File: src/rtl/xbus_pkg.sv
// Shared types and constants for the xbus master.
// Holds the FSM state encoding and the phase-timer width.
package xbus_pkg;

    localparam int TIMER_W = 4;

    typedef enum logic [1:0] {
        IDLE,
        SETUP,
        STROBE,
        HOLD
    } state_t;

    // A phase of n cycles is counted as n-1 down to 0.
    function automatic logic [TIMER_W-1:0] phase_load(input int unsigned cyc);
        return TIMER_W'(cyc - 1);
    endfunction

endpackage

File: src/rtl/xbus_timer.sv
// Loadable down-counter used to time the bus phases.
// Counts down to zero and stays there until reloaded.
module xbus_timer
    import xbus_pkg::*;
(
    input  logic               Clk,
    input  logic               Reset,
    input  logic               Load,
    input  logic [TIMER_W-1:0] LoadVal,
    output logic               Zero
);

    logic [TIMER_W-1:0] count;

    // Load on phase entry, otherwise decrement until zero.
    always_ff @(posedge Clk or posedge Reset) begin
        if (Reset) begin
            count <= '0;
        end else if (Load) begin
            count <= LoadVal;
        end else if (count != '0) begin
            count <= count - TIMER_W'(1);
        end
    end

    assign Zero = (count == '0);

endmodule

File: src/rtl/xbus_master.sv
// Simple peripheral bus master: one host request becomes a
// SETUP / STROBE / HOLD bus cycle followed by a response pulse.
module xbus_master
    import xbus_pkg::*;
#(
    parameter int unsigned SETUP_CYC  = 1,
    parameter int unsigned STROBE_CYC = 2,
    parameter int unsigned HOLD_CYC   = 1
) (
    input  logic        Clk,
    input  logic        Reset,
    input  logic        ReqValid,
    output logic        ReqReady,
    input  logic        ReqWrite,
    input  logic [3:0]  ReqAddr,
    input  logic [15:0] ReqData,
    output logic        RspValid,
    output logic [15:0] RspData,
    output logic [3:0]  Addr,
    output logic [15:0] DataWr,
    input  logic [15:0] DataRd,
    output logic        En,
    output logic        Rd,
    output logic        Wr
);

    state_t             state;
    state_t             state_n;
    logic               load;
    logic [TIMER_W-1:0] load_val;
    logic               zero;
    logic               accept;
    logic               is_wr;
    logic               ready_q;
    logic [15:0]        rd_cap;

    xbus_timer u_timer (
        .Clk     (Clk),
        .Reset   (Reset),
        .Load    (load),
        .LoadVal (load_val),
        .Zero    (zero)
    );

    // Ready stays low until the first edge after reset releases.
    always_ff @(posedge Clk or posedge Reset) begin
        if (Reset) begin
            ready_q <= 1'b0;
        end else begin
            ready_q <= 1'b1;
        end
    end

    assign ReqReady = ready_q && (state == IDLE);

    // State register.
    always_ff @(posedge Clk or posedge Reset) begin
        if (Reset) begin
            state <= IDLE;
        end else begin
            state <= state_n;
        end
    end

    // Next-state logic; each phase reloads the timer on entry.
    always_comb begin
        state_n  = state;
        load     = 1'b0;
        load_val = '0;
        accept   = 1'b0;
        unique case (state)
            IDLE: begin
                if (ReqValid && ReqReady) begin
                    accept   = 1'b1;
                    state_n  = SETUP;
                    load     = 1'b1;
                    load_val = phase_load(SETUP_CYC);
                end
            end
            SETUP: begin
                if (zero) begin
                    state_n  = STROBE;
                    load     = 1'b1;
                    load_val = phase_load(STROBE_CYC);
                end
            end
            STROBE: begin
                if (zero) begin
                    state_n  = HOLD;
                    load     = 1'b1;
                    load_val = phase_load(HOLD_CYC);
                end
            end
            HOLD: begin
                if (zero) begin
                    state_n = IDLE;
                end
            end
            default: state_n = IDLE;
        endcase
    end

    // Bus strobes/select registered from the next state.
    always_ff @(posedge Clk or posedge Reset) begin
        if (Reset) begin
            En <= 1'b0;
            Rd <= 1'b0;
            Wr <= 1'b0;
        end else begin
            En <= (state_n != IDLE);
            Rd <= (state_n == STROBE) && !is_wr;
            Wr <= (state_n == STROBE) && is_wr;
        end
    end

    // Request capture: address, direction and write data.
    always_ff @(posedge Clk or posedge Reset) begin
        if (Reset) begin
            Addr   <= '0;
            DataWr <= '0;
            is_wr  <= 1'b0;
        end else if (accept) begin
            Addr  <= ReqAddr;
            is_wr <= ReqWrite;
            if (ReqWrite) begin
                DataWr <= ReqData;
            end
        end
    end

    // Read data sampled on the edge ending the last strobe cycle.
    always_ff @(posedge Clk or posedge Reset) begin
        if (Reset) begin
            rd_cap <= '0;
        end else if (state == STROBE && zero && !is_wr) begin
            rd_cap <= DataRd;
        end
    end

    // Completion pulse and response data, held until the next one.
    always_ff @(posedge Clk or posedge Reset) begin
        if (Reset) begin
            RspValid <= 1'b0;
            RspData  <= '0;
        end else begin
            RspValid <= (state == HOLD) && zero;
            if (state == HOLD && zero) begin
                RspData <= is_wr ? 16'h0000 : rd_cap;
            end
        end
    end

endmodule

File: config.mk
export PLATFORM = sky130hd
export DESIGN_NAME = xbus_master
export DESIGN_NICKNAME = d
export VERILOG_FILES = /design/src/rtl/xbus_pkg.sv /design/src/rtl/xbus_timer.sv /design/src/rtl/xbus_master.sv
export SDC_FILE = /design/constraint.sdc
export NUM_CORES = 1
export LEC_CHECK = 0
export CORE_MARGIN = 2
export CORE_UTILIZATION = 35
export DETAILED_ROUTE_END_ITERATION = 10
export GPL_TIMING_DRIVEN = 1
export PLACE_DENSITY = 0.72
export SLEW_MARGIN = 20
export SYNTH_ARGS = -nofsm -noshare
export SYNTH_HDL_FRONTEND = slang
export SYNTH_SLANG_ARGS = --single-unit
File: constraint.sdc
create_clock -name Clk -period 2.3 [get_ports Clk]
set_input_delay 0.46 -clock Clk [delete_from_list [all_inputs] [get_ports Clk]]
set_output_delay 0.46 -clock Clk [all_outputs]
set_load 0.01 [all_outputs]
==> summary.md <==
| Metric | Value |
|---|---|
| Crit share post-route | 0.966 |
| CP Capture Type | output port |
| Critical-path cell list | inv_1 > ha_1 > and2_1 > clkdlybuf4s50_1 |
| Average cell area after synthesis | 12.3 µm² |
| Count leader, synth | dfrtp_1 |
| Syn Nets | 265 |
| Yosys cell types | 35 |
| Critical path startpoint category | flip-flop |
| Max Clock Skew | ~0.0052 ns |
| Root Buffer Master | clkbuf_8 |
| Slew Limit Fails | 0 |
| Number of gates resized after CTS | 0 |
| Final ANT Viol Nets | 0 |
| Slew @ Worst Pin | around 0.56 ns |
| Post-synth ARST share | 1.00 |
| Final Wtd Congestion | between 0.7 and 0.8 |
| Initial Util | 0.366 |
| Sequential area share after synthesis | 0.596 |
| Largest net degree at the start of global routing | 34 |
| Gate Count Post-Synth | 219 |
| Yosys top cell by area | dfrtp_1 |
| Final Hold Viols | 0 |
| WP data required | 1.84 ns |
| Crit-path max cell delay | 0.53 ns |
| TritonCTS buffer count | 9 |
| Top-area cell type share of the netlist area | 0.596 |
| TritonCTS clock tree | built |
| Antenna Diode Count | 0 |
| CTS Hold Bufs | 0 |
| Post-synth top cells | dfrtp_1 (64), nand2_1 (34), mux2_2 (31) |
| CORE AREA | 7330 µm² |
| Max rail drop VDD | 0.543 mV |
| Iteration-0 DRC Markers | 62 |
| Mapped Area | 2690 µm² |
| Ys flop type | dfrtp_1 |
| HPWL Detailed | 3850 µm |
| Setup TNS | 0 ns |
| Tot GR Track Use | 0.139 |
| Drt pass-1 iters | 4 |
| Worst Hold Class | in2async |
| Final core utilization | 0.526 |
| Routed WL | between 5000 and 6000 µm |
| EDFF count, synth | 0 |
| Vias | ~1800 |
| RSZ-0062 raised after global routing | no |
| Max Freq | 450 MHz |
| Clock Path Buffers | 2 |
| #FFs+latches synth | 64 |
| Fin Hold WS | roughly 0.43 ns |
| PwrDens | roughly 1400 nW/µm² |
| Clock transition at path regs | around 0.070 ns |
| Vias in the first global route | between 1500 and 2000 |
| Final min period | 2.22 ns |
| DR vias/cell | 4.51 |
| Total die area | 8390 µm² |
| Type of the worst setup path | reg2out |
| Post-CTS Setup Inserts | 0 |
| Warnings from Yosys | 0 |
| GRT overflow | 0 |
| Die X | slightly above 90 µm |
| Largest cells by area after synthesis | dfrtp_1 (60%), mux2_2 (13%), nand2_1 (4.8%), nand2b_1 (3.7%), o21ai_0 (3.4%) |
| Leakage power | between 1.5 and 2 nW |
| Wire per inst | 13.2 µm |
| DRC viols | 0 |
| Rel. slew slack | 0.625 |
| Clock Latency Late Sink | 0.33 ns |
| Share of cells above drive strength 1 | 0.184 |
| H-tree levels | 3 |
| Layout area overhead | 43.4% |
| Max Fanout on Critical Path | 5 |
| Die Y | around 92 µm |
| First-pass GRT wire length | 9110 µm |
| Clk sinks | 64 |
| Initial antenna violation count | 0 |
| Max_cap viols | 0 |
| Num rows | 31 |
| Port Buffers | 80 |
| Layout Nets | 351 |
| IO Pins | 81 |
| Slowest cell on crit path | clkdlybuf4s50_1 |
| Run status | finished clean |
| Setup Viol. Count Final | 0 |
| Worst EP arrival | 1.76 ns |
[cells by family (layout without fill, tap and decap cells)]
group	count (synthesis)	in the layout	synth area share
and+or+nand+nor	70	70	0.135
DFF	64	64	0.596
muxes	33	33	0.138
AOI/OAI and AO/OA	30	30	0.0703
buffers and inverters	15	106	0.0312
adders and majority gates	6	6	0.0279
other	1	1	0.00140
[sequential cells by signal (all words and copies together), names as in the netlist, 2 cells and up]
name,flops
DataWr,16
RspData,16
u_timer.count,4
rd_cap,16
Addr,4
state,2
[report_power, final]
group | total [mW] | internal [mW] | switching [mW]
clock network | 1.24 | 0.811 | 0.431
logic | 1.97 | 1.18 | 0.786
registers | 2.00 | 1.66 | 0.332
total | 5.20 | 3.66 | 1.55
[cell usage in the layout, fill, tap and decap left out]
master and instances:
a41oi_1 1, ha_1 6, nand3_1 1, conb_1 1, a2111o_1 1, nand2_1 34, mux2_2 31, o21ai_2 1
buf_4 2, nand2b_1 16, clkbuf_8 12, mux2_1 2, nor2b_1 1, buf_12 1, o21ai_0 18, or3b_4 1
and2_1 1, inv_2 1, nor3_1 2, bufinv_16 3, nand2_2 1, a21oi_1 3, clkdlybuf4s50_1 80, nor3b_4 1
nor3b_1 1, nor2_1 8, nand3b_4 1, o311ai_2 1, and3_1 1, or3_1 1, dfrtp_1 64, a211oi_1 2
o21a_1 2, inv_1 6, clkinv_4 1, a221oi_1 1
[path summary, 6_finish.rpt]
path | depth (start not counted) | slack, ns | to | start
worst max-delay path | 4 | 0.08 | ReqReady | state[1]
worst min-delay path | 2 | 0.43 | DataWr[4] | Reset
worst max register to register | 5 | 0.35 | DataWr[15] | state[1]
worst min register to register | 2 | 0.47 | Addr[2] | Addr[2]
max in group asynchronous | 3 | 1.24 | En | Reset
min in group Clk | 2 | 0.47 | Addr[2] | Addr[2]
[through the flow]
| stage | instance area [µm²] | cells | power, mW | setup WS [ns] |
|---|---|---|---|---|
| final | 3850 | 409 | 5.20 | 0.0777 |
| after global routing | 3850 | 409 | 5.56 | 0.00162 |
| after CTS | 3850 | 409 | 5.28 | 0.0569 |
| after detailed placement | 3590 | 393 | 4.01 | 0.136 |
| after global placement | 3590 | 393 | 3.95 | 0.186 |
| after floorplan | 2690 | 219 | 3.04 | 0.242 |
[worst max-delay path, delay by kind of cell (launching register included)]
| kind | cells | cell delay (ns) |
|---|---|---|
| AND/OR/NAND/NOR | 1 | 0.14 |
| buffers and inverters | 2 | 0.68 |
| adder cells (fa/ha/maj) | 1 | 0.22 |
| flip-flops | 1 | 0.41 |
[routing by layer]
metal	global-route usage	share of wire	vias to the layer above
met3	0.0452	0.069	9
met2	0.222	0.48	52
met4	0.0619	0.017	0
met1	0.171	0.44	877
met5	0	0	-
li1	-	-	908
[final cells by class]
| class | count | area, µm² |
|---|---|---|
| well taps | 99 | 124 |
| multi-input cells | 140 | 1000 |
| inverters | 7 | 26.3 |
| repair buffers | 83 | 836 |
| clock buffers | 12 | 165 |
| flip-flops and latches | 64 | 1600 |
| fillers | 621 | 3480 |
| clock inverters | 4 | 98.8 |
Power figures use the tool's default switching activity.
